$ cat config.mk
export PLATFORM = sky130hd
export DESIGN_NAME = gpr_bank_flat
export DESIGN_NICKNAME = d
export VERILOG_FILES = /design/src/rtl/gpr_pkg.sv /design/src/rtl/gpr_bank_if.sv /design/src/rtl/gpr_bank_array.sv /design/src/rtl/gpr_bank.sv /design/src/flat_wrapper.sv
export SDC_FILE = /design/constraint.sdc
export NUM_CORES = 1
export LEC_CHECK = 0
export ABC_AREA = 1
export CORE_MARGIN = 2
export CORE_UTILIZATION = 40
export CTS_BUF_LIST = sky130_fd_sc_hd__clkbuf_8 sky130_fd_sc_hd__clkbuf_16
export DETAILED_ROUTE_END_ITERATION = 6
export PLACE_DENSITY = 0.64
export RECOVER_POWER = 100
export SKIP_CTS_REPAIR_TIMING = 1
export SLEW_MARGIN = 10
export SYNTH_ARGS = -nofsm -noshare
export SYNTH_HDL_FRONTEND = slang
export SYNTH_SLANG_ARGS = --single-unit
export TNS_END_PERCENT = 30
$ cat constraint.sdc
create_clock -name clk -period 11.49 [get_ports clk]
set_input_delay 1.149 -clock clk [delete_from_list [all_inputs] [get_ports clk]]
set_output_delay 1.149 -clock clk [all_outputs]
set_load 0.05 [all_outputs]
$ cat src/rtl/gpr_pkg.sv
// Shared definitions for the general-purpose register bank.
//   state_e : handshake FSM state encoding
//   clog2   : register-index width for a given register count
package gpr_pkg;

  typedef enum logic [1:0] {
    ST_IDLE   = 2'd0,
    ST_ACCESS = 2'd1,
    ST_DONE   = 2'd2
  } state_e;

  // Ceiling log2, floored at 1 so a register index is never zero bits wide.
  function automatic int unsigned clog2(input int unsigned n);
    int unsigned r;
    r = 0;
    for (int unsigned v = n - 1; v > 0; v = v >> 1) begin
      r = r + 1;
    end
    if (r == 0) begin
      r = 1;
    end
    return r;
  endfunction

endpackage

$ cat src/rtl/gpr_bank_if.sv
// Access bus of the register bank.
//   master : drives cs, req, we, waddr, wdata, raddr_a, raddr_b
//   slave  : drives rdata_a, rdata_b, rdy, ack, err
interface gpr_bank_if #(
  parameter int unsigned DATA_WIDTH = 16,
  parameter int unsigned ADDR_WIDTH = 16
);
  logic                  cs;
  logic                  req;
  logic                  we;
  logic [ADDR_WIDTH-1:0] waddr;
  logic [DATA_WIDTH-1:0] wdata;
  logic [ADDR_WIDTH-1:0] raddr_a;
  logic [ADDR_WIDTH-1:0] raddr_b;
  logic [DATA_WIDTH-1:0] rdata_a;
  logic [DATA_WIDTH-1:0] rdata_b;
  logic                  rdy;
  logic                  ack;
  logic                  err;

  modport master (
    output cs, req, we, waddr, wdata, raddr_a, raddr_b,
    input  rdata_a, rdata_b, rdy, ack, err
  );

  modport slave (
    input  cs, req, we, waddr, wdata, raddr_a, raddr_b,
    output rdata_a, rdata_b, rdy, ack, err
  );
endinterface

$ cat src/rtl/gpr_bank_array.sv
// Register storage: one synchronous write port, two combinational read ports.
//   clk, rst            : clock, async active-high reset (clears all registers)
//   we, waddr, wdata    : write port (index already range-checked by the caller)
//   raddr_a/b           : read indices
//   rdata_a_c/rdata_b_c : combinational read data, R0 masked when ZERO_R0=1
module gpr_bank_array #(
  parameter int unsigned DATA_WIDTH = 16,
  parameter int unsigned NUM_REGS   = 8,
  parameter int unsigned ZERO_R0    = 0,
  parameter int unsigned IDX_W      = 3
) (
  input  logic                  clk,
  input  logic                  rst,
  input  logic                  we,
  input  logic [IDX_W-1:0]      waddr,
  input  logic [DATA_WIDTH-1:0] wdata,
  input  logic [IDX_W-1:0]      raddr_a,
  input  logic [IDX_W-1:0]      raddr_b,
  output logic [DATA_WIDTH-1:0] rdata_a_c,
  output logic [DATA_WIDTH-1:0] rdata_b_c
);

  logic [DATA_WIDTH-1:0] regs [NUM_REGS];

  logic zero_r0;
  assign zero_r0 = (ZERO_R0 != 0);

  // Write port; writes to a hardwired R0 are dropped.
  always_ff @(posedge clk or posedge rst) begin
    if (rst) begin
      for (int i = 0; i < int'(NUM_REGS); i++) begin
        regs[i] <= '0;
      end
    end else if (we && !(zero_r0 && (waddr == '0))) begin
      regs[waddr] <= wdata;
    end
  end

  // Read ports with R0 masking.
  assign rdata_a_c = (zero_r0 && (raddr_a == '0)) ? '0 : regs[raddr_a];
  assign rdata_b_c = (zero_r0 && (raddr_b == '0)) ? '0 : regs[raddr_b];

endmodule

$ cat src/rtl/gpr_bank.sv
// General-purpose register bank with cs/req -> rdy/ack handshake.
//   clk, rst : clock, async active-high reset
//   bus      : gpr_bank_if slave (request in, read data / rdy / ack / err out)
// One write and two reads per access; write-first bypass; out-of-range
// addresses suppress the write, read as 0 and raise err alongside ack.
module gpr_bank
  import gpr_pkg::*;
#(
  parameter int unsigned DATA_WIDTH = 16,
  parameter int unsigned ADDR_WIDTH = 16,
  parameter int unsigned NUM_REGS   = 8,
  parameter int unsigned ZERO_R0    = 0
) (
  input  logic       clk,
  input  logic       rst,
  gpr_bank_if.slave  bus
);

  localparam int unsigned IDX_W = clog2(NUM_REGS);

  state_e                state;
  logic                  we_q;
  logic [ADDR_WIDTH-1:0] waddr_q;
  logic [DATA_WIDTH-1:0] wdata_q;
  logic [ADDR_WIDTH-1:0] raddr_a_q;
  logic [ADDR_WIDTH-1:0] raddr_b_q;
  logic [DATA_WIDTH-1:0] rdata_a_q;
  logic [DATA_WIDTH-1:0] rdata_b_q;
  logic                  rdy_q;
  logic                  ack_q;
  logic                  err_q;

  logic                  wr_oor_c;
  logic                  ra_oor_c;
  logic                  rb_oor_c;
  logic                  wr_take_c;
  logic                  wr_en_c;
  logic                  err_c;
  logic [DATA_WIDTH-1:0] arr_a_c;
  logic [DATA_WIDTH-1:0] arr_b_c;
  logic [DATA_WIDTH-1:0] rd_a_c;
  logic [DATA_WIDTH-1:0] rd_b_c;

  // Out of range when any bit above the register index is set.
  function automatic logic out_of_range(input logic [ADDR_WIDTH-1:0] a);
    return (a >> IDX_W) != '0;
  endfunction

  // Range checks, write qualification and bypass on the captured request.
  always_comb begin
    wr_oor_c  = out_of_range(waddr_q);
    ra_oor_c  = out_of_range(raddr_a_q);
    rb_oor_c  = out_of_range(raddr_b_q);
    wr_take_c = we_q && !wr_oor_c &&
                !((ZERO_R0 != 0) && (waddr_q[IDX_W-1:0] == '0));
    wr_en_c   = (state == ST_ACCESS) && wr_take_c;
    err_c     = ra_oor_c || rb_oor_c || (we_q && wr_oor_c);

    rd_a_c = arr_a_c;
    if (ra_oor_c) begin
      rd_a_c = '0;
    end else if (wr_take_c && (raddr_a_q == waddr_q)) begin
      rd_a_c = wdata_q;
    end

    rd_b_c = arr_b_c;
    if (rb_oor_c) begin
      rd_b_c = '0;
    end else if (wr_take_c && (raddr_b_q == waddr_q)) begin
      rd_b_c = wdata_q;
    end
  end

  gpr_bank_array #(
    .DATA_WIDTH (DATA_WIDTH),
    .NUM_REGS   (NUM_REGS),
    .ZERO_R0    (ZERO_R0),
    .IDX_W      (IDX_W)
  ) u_array (
    .clk       (clk),
    .rst       (rst),
    .we        (wr_en_c),
    .waddr     (waddr_q[IDX_W-1:0]),
    .wdata     (wdata_q),
    .raddr_a   (raddr_a_q[IDX_W-1:0]),
    .raddr_b   (raddr_b_q[IDX_W-1:0]),
    .rdata_a_c (arr_a_c),
    .rdata_b_c (arr_b_c)
  );

  // Handshake FSM with request capture and registered outputs.
  always_ff @(posedge clk or posedge rst) begin
    if (rst) begin
      state     <= ST_IDLE;
      we_q      <= 1'b0;
      waddr_q   <= '0;
      wdata_q   <= '0;
      raddr_a_q <= '0;
      raddr_b_q <= '0;
      rdata_a_q <= '0;
      rdata_b_q <= '0;
      rdy_q     <= 1'b1;
      ack_q     <= 1'b0;
      err_q     <= 1'b0;
    end else begin
      case (state)
        ST_IDLE: begin
          if (bus.cs && bus.req) begin
            we_q      <= bus.we;
            waddr_q   <= bus.waddr;
            wdata_q   <= bus.wdata;
            raddr_a_q <= bus.raddr_a;
            raddr_b_q <= bus.raddr_b;
            rdy_q     <= 1'b0;
            state     <= ST_ACCESS;
          end
        end
        ST_ACCESS: begin
          rdata_a_q <= rd_a_c;
          rdata_b_q <= rd_b_c;
          err_q     <= err_c;
          ack_q     <= 1'b1;
          state     <= ST_DONE;
        end
        ST_DONE: begin
          ack_q <= 1'b0;
          err_q <= 1'b0;
          rdy_q <= 1'b1;
          state <= ST_IDLE;
        end
        default: begin
          ack_q <= 1'b0;
          err_q <= 1'b0;
          rdy_q <= 1'b1;
          state <= ST_IDLE;
        end
      endcase
    end
  end

  assign bus.rdata_a = rdata_a_q;
  assign bus.rdata_b = rdata_b_q;
  assign bus.rdy     = rdy_q;
  assign bus.ack     = ack_q;
  assign bus.err     = err_q;

endmodule

$ cat src/flat_wrapper.sv
// flat-port wrapper written by rule: the top's interface ports become plain ports
module gpr_bank_flat import gpr_pkg::*;
#(
  parameter int unsigned DATA_WIDTH = 16,
  parameter int unsigned ADDR_WIDTH = 16,
  parameter int unsigned NUM_REGS   = 8,
  parameter int unsigned ZERO_R0    = 0
)
  (clk, rst, bus_cs, bus_req, bus_we, bus_waddr, bus_wdata, bus_raddr_a, bus_raddr_b, bus_rdata_a, bus_rdata_b, bus_rdy, bus_ack, bus_err);
  gpr_bank_if #(.DATA_WIDTH(DATA_WIDTH), .ADDR_WIDTH(ADDR_WIDTH)) bus_i ();
  input  logic clk;
  input  logic rst;
  input wire logic [$bits(bus_i.cs)-1:0] bus_cs;
  input wire logic [$bits(bus_i.req)-1:0] bus_req;
  input wire logic [$bits(bus_i.we)-1:0] bus_we;
  input wire logic [$bits(bus_i.waddr)-1:0] bus_waddr;
  input wire logic [$bits(bus_i.wdata)-1:0] bus_wdata;
  input wire logic [$bits(bus_i.raddr_a)-1:0] bus_raddr_a;
  input wire logic [$bits(bus_i.raddr_b)-1:0] bus_raddr_b;
  output wire logic [$bits(bus_i.rdata_a)-1:0] bus_rdata_a;
  output wire logic [$bits(bus_i.rdata_b)-1:0] bus_rdata_b;
  output wire logic [$bits(bus_i.rdy)-1:0] bus_rdy;
  output wire logic [$bits(bus_i.ack)-1:0] bus_ack;
  output wire logic [$bits(bus_i.err)-1:0] bus_err;
  assign bus_i.cs = bus_cs;
  assign bus_i.req = bus_req;
  assign bus_i.we = bus_we;
  assign bus_i.waddr = bus_waddr;
  assign bus_i.wdata = bus_wdata;
  assign bus_i.raddr_a = bus_raddr_a;
  assign bus_i.raddr_b = bus_raddr_b;
  assign bus_rdata_a = bus_i.rdata_a;
  assign bus_rdata_b = bus_i.rdata_b;
  assign bus_rdy = bus_i.rdy;
  assign bus_ack = bus_i.ack;
  assign bus_err = bus_i.err;
  gpr_bank #(.DATA_WIDTH(DATA_WIDTH), .ADDR_WIDTH(ADDR_WIDTH), .NUM_REGS(NUM_REGS), .ZERO_R0(ZERO_R0)) u_core (.clk(clk), .rst(rst), .bus(bus_i));
endmodule
After elaboration in Yosys (flattened, before gate mapping) --
Index checks and enable logic that the tools add are counted. Widths: inputs -> output; s select.
Word-level totals: word-level logic and storage cells 66, output and inout bits 35, flip-flop bits (word level) 230, input port bits 69
Cells by class: bitwise gates (word level) 4, reductions and logical operators 16, order comparisons 4, equal/unequal tests 4, muxes and demuxes 19
Operator list (count):
- $mux 16 | 9
- $bwmux 128 | 1
- $bmux 16 s3 | 2
- $demux 16 s3 | 1
- $reduce_bool 16->1 | 3
- $eq 16x16->1 | 2
- $ge 4x4->1 const B | 3
- $not 3->4 | 3
- $logic_and 1x1->1 | 7
- $pmux 1 s2 | 3
- $lt 4x1->1 const B | 1
- $pmux 2 s2 | 1
- $reduce_and 2->1 | 2
- $eq 2x1->1 const B | 1
- $logic_not 2->1 | 1
- $logic_or 1x1->1 | 2
- $mux 2 | 1
- $ne 2x1->1 const B | 1
- $logic_not 1->1 | 1
- $mux 1 | 1
- $not 1->1 | 1

Longest topological paths before layout --
Gate-level depths: netlist of the first run.
word-level depth 6, gate-level depth with buffers 12, depth with buffers taken out 10

Cells and area by module --
A second synthesis of the first run with hierarchy kept.
Unflattened totals: cell total of the unflattened synthesis 1839, area total of the unflattened synthesis 12573.3 um2
By module, submodules not included:
- gpr_bank_array | times used 1, area an instance 7494.7 um2, seq. area each 3203.1 um2, cells an instance 1166
- gpr_bank | times used 1, area an instance 5078.6 um2, seq. area each 2553.7 um2, cells an instance 673

Worst setup path before layout of the first run --
No wires, ideal clock.
path kind input port to flip-flop, start input bus_cs, end register u_core.raddr_b_q[9], cell stages on the path 5, setup time 0.126 ns, path buffers 2, path slack 9.357 ns, required time 11.364 ns, data arrival time 2.007 ns, cell sequence nand3_1 -> inv_2 -> clkbuf_1 -> buf_2 -> o21ai_0
Between the ends: longest elaborated chain between the ends 2
Ends and longest elaborated chain:
- from (decl) | RTL line flat_wrapper.sv:13 | input wire logic [$bits(bus_i.cs)-1:0] bus_cs;
- $logic_and 1x1->1 | RTL line gpr_bank.sv:108 | if (bus.cs && bus.req) begin
- $reduce_and 2->1 (no source line)
- to (signal assigned) | RTL line gpr_bank.sv:113 | raddr_b_q <= bus.raddr_b;
- to (decl) | RTL line gpr_bank.sv:26 | logic [ADDR_WIDTH-1:0] raddr_b_q;
Every way passes these cells. A chain may end at the register's enable or synchronous reset.

==> results of run 1 <==
## path summary, 6_finish.rpt
| path | end | slack, ns | cells after the start |
|---|---|---|---|
| setup / recovery | u_core.u_array.regs[41] | 5.96 | 4 |
| hold / removal | u_core.bus.ack | 0.48 | 1 |
| setup reg to reg | u_core.bus.rdata_a[2] | 6.51 | 9 |
| hold reg to reg | u_core.bus.ack | 0.48 | 1 |
| max in group clk | u_core.bus.rdata_a[2] | 6.51 | 9 |
| min in group asynchronous | u_core.waddr_q[4] | 2.32 | 2 |
## registers in the layout (all words and copies together), names as in the netlist, 2 cells and up
register             cells
u_core.u_array.regs    128
u_core.raddr_a_q        16
u_core.bus.rdata_a      16
u_core.wdata_q          16
u_core.bus.rdata_b      16
u_core.state             2
u_core.waddr_q          16
u_core.raddr_b_q        16
## routing by layer
| layer | vias up | part of all wire [%] | global-route usage [%] |
|---|---|---|---|
| li1 | 5299 | - | - |
| met1 | 5135 | 44 | 32.6 |
| met2 | 429 | 45 | 37.2 |
| met3 | 70 | 7.7 | 4.81 |
| met4 | 0 | 3.2 | 8.44 |
| met5 | - | 0 | 0 |
## power groups by stage
stage / Combinational (W) / Clock [W] / Sequential (W)
6_report: 0.000515 / 0.000836 / 0.000899
4_1_cts: 0.000521 / 0.000849 / 0.000899
2_1_floorplan: 0.000360 / 0 / 0.000906
3_3_place_gp: 0.000513 / 0 / 0.000912
5_1_grt: 0.000579 / 0.000879 / 0.000906
3_5_place_dp: 0.000518 / 0 / 0.000913
## cell usage after synthesis (all sizes together)
cell type	instances	area, sq um
nand4	36	225
buf	64	373
dfstp	1	26.3
clkinv	1	3.75
nand3b	1	7.51
nand2	598	2290
clkbuf	50	188
o21ai	287	1440
nor3	2	10.0
a21oi	91	455
nand3	68	358
xor2	5	43.8
inv	109	409
dfrtp	229	5730
o211ai	3	22.5
nor2	82	377
## cells by family (layout without fill, tap and decap cells)
| family | Yosys count | after routing |
|---|---|---|
| XOR/XNOR | 5 | 5 |
| buffers and inverters | 224 | 274 |
| AO/OA/AOI/OAI | 381 | 381 |
| flip-flops | 230 | 230 |
| AND/OR/NAND/NOR | 787 | 787 |
## worst reg2reg max path: stages, from the launching register on
cell	delay, ns
dfrtp_1	0.40
inv_1	0.13
nand2_1	0.08
nor2_1	0.25
nand2_2	0.08
nor2_1	2.03
nand3_1	1.29
nand2_1	0.45
nand3_1	0.12
nand2_1	0.09
## cell type report
type,instances,area share [%]
flip-flops and latches,230,41.8
clock inverters,11,0.572
repair buffers,118,8.24
clock buffers,35,5.70
inverters,110,3.01
multi-input cells,1173,37.2
well taps,390,3.54
## through the flow
step	utilization (%)	setup WS, ns	hold WS (ns)
6_report	46.6	5.96	0.479
5_1_grt	46.6	5.11	0.496
3_3_place_gp	44.1	7.44	0.464
3_5_place_dp	44.1	7.42	0.469
4_1_cts	47.1	7.98	0.489
2_1_floorplan	-	4.04	0.453
==> flow_summary.yaml, run 1 <==
yosys:
  ys_seq_elements: 230
  syn_avg_cell_area_sq_um: 7.35
  synthMuxAreaShare_pct: 0
  syn-instance-count: 1627
  synth-seq-area-share_pct: 48.1
  synth-compound-area-share_pct: 16.0
  synthAdderAreaFrac_pct: 0
  syn_area_sq_um: 12000
  synth_xor_area_share_pct: 0.366
  synth_cell_type_count: 28
  syn_nets: 1696
  synth_top_family_by_area: "simple AND/OR/NAND/NOR gates"
  yosysWarnings: 0
  synth-simple-area-share_pct: 27.4
power_and_ir_drop:
  pwr-share-clk_pct: 37.2
  seqPwrFrac_pct: 40.0
  fin_total_pwr_w: 0.00225
  p_comb_share_pct: 22.9
  internal_power_w: 0.00151
  peakVddDrop_uv: 97.4
  leakagePower_nw: 6.52
  switchingPower_w: 0.000745
  pwr_density_cell_nw_per_um2: 163
  p_sw_share_pct: 33.1
place:
  dpl.cell_count: 2021
  dpl_cell_area_sq_um: 13000
  gp_congestion: 0.811
  hpwl_mm: 21.9
  port_buffers: 103
sta:
  fin_skew_ns: 0.00677
  post-route-min-period_ns: 5.53
  rsz0062_at_grt: "false"
  hold_violations: 0
  slew-limit-headroom_pct: -181
  setup_viol: 0
  finalSetupTns_ns: 0
  fin_crit_sh_pct: 48.2
  worst_pin_slew_ns: 4.19
  finalMaxSlewViolations: 264
  max_freq_mhz: 181
cts:
  cts.clk_slew.worst_paths_ns: 0.06
  cts_tree: "done"
  htree_levels: 1
  clk-insertion-delay-late_ns: 0.53
  cts_buffers: 26
  cts-root-buf: "clkbuf_16"
  clock-sinks: 230
  cts_buffer_depth: 3
critical_path:
  crit_slowest_cell: "clkinvlp_2"
  crit_buf_inv: 4
  cp.required_ns: 12.04
  crit_family: "buffers and inverters"
  startpoint: "rst"
  timing.critical_path.slowest_cell_delay_ns: 2.31
  cp_max_fo: 90
  end_kind: "async pin"
  r2r_start: "u_core.waddr_q[4]"
  worstSetupPathType: "primary input to async pin"
  critical_path.cell_chain: "dlygate4sd3_1 -> clkinvlp_2 -> buf_4 -> buf_4"
  cp_common_cell: "buf_4"
  worstPathArrival_ns: 6.08
  start_kind: "primary input"
finish:
  nFillCells: 2963
  multi_input_area_sq_um: 5120
  syn_to_final_growth_pct: 15.3
  antennaDiodeCount: 0
  final_cell_mix: "nand2_1 (596), o21ai_0 (276), dfrtp_1 (227)"
  drive_gt1_share_pct: 4.35
  stdcell_count: 2067
  final_cell_area_sq_um: 13800
  regArea_sq_um: 5760
  layout_commonest_cell: "nand2_1"
  final_nets: 1728
route:
  drcViolationCount: 0
  vias: 10900
  routed_wl_mm: 36.7
  wl_per_cell_um: 17.8
  drtIter0Drc: 1022
  drtPass1Iterations: 5
  vias_per_cell: 5.29
  antenna_left: 0
global_routing:
  grt_overflow: 0
  grtUsageTotal_pct: 23.7
  grt_pass1_wl_mm: 58.0
  grt_start_max_net_pins: 102
  grt_pass1_vias: 10500
  antenna_found_initial: 2
die:
  ios: 104
  start_util_pct: 40.5
  dieArea_sq_um: 31300
  die_h_um: 177
  core_area_sq_um: 29600
  die_w_um: 177
  fp-row-count: 63
worst_hold_path:
  hp-class: "register to register"
  hold_path_startpoint: "u_core.state[1]"
outcome:
  violations: "capacitance limit, slew limit"
  status: "finished, violations left"
run:
  maxCapViolCount: 4
(Power assumes the default switching activity.)
==> run 2, diff against run 1 <==
--- a/config.mk
+++ b/config.mk
@@ -10,7 +10,7 @@
 export CORE_UTILIZATION = 40
 export CTS_BUF_LIST = sky130_fd_sc_hd__clkbuf_8 sky130_fd_sc_hd__clkbuf_16
 export DETAILED_ROUTE_END_ITERATION = 6
-export PLACE_DENSITY = 0.64
+export PLACE_DENSITY = 0.66
 export RECOVER_POWER = 100
 export SKIP_CTS_REPAIR_TIMING = 1
 export SLEW_MARGIN = 10
==> constraint.sdc (replaced) <==
create_clock -name clk -period 4.82 [get_ports clk]
set_input_delay 0.482 -clock clk [delete_from_list [all_inputs] [get_ports clk]]
set_output_delay 0.482 -clock clk [all_outputs]
set_load 0.05 [all_outputs]
==> flow_summary.yaml, run 2 (synthesis results as in run 1) <==
global_routing:
  grt_overflow: 0
  grt_pass1_vias: 10700
  grtUsageMet1_pct: 32.6
  grt_pass1_wl_mm: 59.0
  grt_start_max_net_pins: 140
  antenna_found_initial: 0
  busiest_layer: "met2"
  use_met3_pct: 4.49
  grtUsageMet2_pct: 37.9
  grtUsageTotal_pct: 23.9
sta:
  worst_slack_ns: 1.28
  max_freq_mhz: 283
  hold_slack_ns: 0.471
  hold_violations: 0
  finalSetupTns_ns: 0
  post-route-min-period_ns: 3.54
  fin_skew_ns: 0.0116
  rsz0062_at_grt: "false"
  worst_pin_slew_ns: 2.17
  setup_viol: 0
  finalMaxSlewViolations: 174
  fin_crit_sh_pct: 73.4
  slew-limit-headroom_pct: -44.5
power_and_ir_drop:
  p_sw_share_pct: 33.6
  internal_power_w: 0.00366
  pwr_density_cell_nw_per_um2: 397
  peakVddDrop_uv: 255
  seqPwrFrac_pct: 39.0
  switchingPower_w: 0.00185
  leakagePower_nw: 6.62
  p_comb_share_pct: 23.1
  pwr-share-clk_pct: 37.9
route:
  routed_wl_mm: 36.7
  vias_per_cell: 5.36
  drtPass1Iterations: 6
  drtIter0Drc: 1135
  vias: 11100
  drcViolationCount: 0
  antenna_left: 0
  wl_per_cell_um: 17.8
critical_path:
  r2r_start: "u_core.waddr_q[4]"
  cp.required_ns: 5.26
  cp_max_fo: 35
  worstSetupPathType: "register to register"
  rr_worst_depth: 9
  worstPathArrival_ns: 3.97
  r2r_end: "u_core.u_array.regs[19]"
  start_kind: "register"
  ff2ff_setup_slack_ns: 1.28
  end_kind: "register"
die:
  ios: 104
  die_h_um: 177
  start_util_pct: 40.5
  die_w_um: 177
  fp-row-count: 63
  dieArea_sq_um: 31300
  core_area_sq_um: 29600
run:
  maxCapViolCount: 3
cts:
  clock-sinks: 230
  cts_buffers: 26
  cts_buffer_depth: 3
  htree_levels: 1
  cts.clk_slew.worst_paths_ns: 0.06
  cts_tree: "done"
  cts-root-buf: "clkbuf_16"
  clk-insertion-delay-late_ns: 0.54
place:
  hpwl_mm: 23.8
  port_buffers: 103
  pre_cts_slack_ns: 2.01
  gp_congestion: 0.875
finish:
  drive_gt1_share_pct: 4.95
  final_nets: 1728
  layout_commonest_cell: "nand2_1"
  antennaDiodeCount: 0
  largest_reg_flops: 128
  final_cell_mix: "nand2_1 (588), o21ai_0 (274), dfrtp_1 (227)"
  syn_to_final_growth_pct: 16.3
  top_register: "u_core.u_array.regs"
outcome:
  status: "finished, violations left"
  violations: "capacitance limit, slew limit"
worst_hold_path:
  hold_path_startpoint: "bus_raddr_a[11]"
  hp-class: "primary input to register"
  hold_end: "u_core.raddr_a_q[11]"
  hold_depth: 3
## run 2: changes by cell type in the layout (fill, tap and decap cells not counted), moves of 2 or more
cell and delta:
nand2_1 -8, nand2_4 +4, nand2_2 +4, o21ai_0 -2
nor2_8 +2, o21ai_1 +2, inv_1 +2, nor2_1 -3
clkbuf_8 -4, bufinv_16 +3
## run 2: worst max-delay path: stages, from the launching register on
cell,delay [ns]
dfrtp_1,0.40
inv_1,0.14
nand2_1,0.07
nor2_1,0.25
nand2_2,0.09
nor2_2,1.17
nand2_4,0.26
nor2_8,0.22
nand2_2,0.46
o21ai_0,0.35
## run 2: per-layer routing
metal	vias up	routed length [um]
met5	-	0
met4	0	1330
li1	5291	-
met1	5237	15900
met3	79	2810
met2	471	16600
## run 2: layout make-up
type / instances / area, sq um
clock inverter: 16 / 188
timing repair buffer: 118 / 1150
inverter: 110 / 415
fill: 2920 / 15700
clock buffer: 30 / 706
tap: 390 / 488
multi-input combinational: 1173 / 5200
sequential: 230 / 5760
## run 2: how the worst max path moves through the flow
stage	from	to	cells past startpoint
global route	u_core.waddr_q[4]	u_core.bus.rdata_a[1]	9
detailed placement	u_core.raddr_a_q[1]	u_core.bus.rdata_a[15]	9
CTS	u_core.raddr_a_q[1]	u_core.bus.rdata_a[5]	9
global placement	u_core.raddr_a_q[1]	u_core.bus.rdata_a[0]	9
floorplan	rst	u_core.bus.ack	1
finish	u_core.waddr_q[4]	u_core.u_array.regs[19]	9
## run 2: stage by stage
stage,cell area (sq um),power (W),utilization (%),std cells
floorplan,12000,0.00302,-,1627
global placement,13100,0.00344,44.2,2021
detailed placement,13100,0.00345,44.2,2021
CTS,13900,0.00553,47.2,2067
global route,13900,0.00577,47.0,2067
finish,13900,0.00552,47.0,2067
## run 2: power by group through the flow
stage                     sequential (W)  clock (W)  combinational [W]
after floorplan                  0.00216          0           0.000857
after detailed placement         0.00218          0            0.00127
after CTS                        0.00215    0.00210            0.00128
after global routing             0.00217    0.00218            0.00142
final                            0.00215    0.00209            0.00128
after global placement           0.00218          0            0.00126
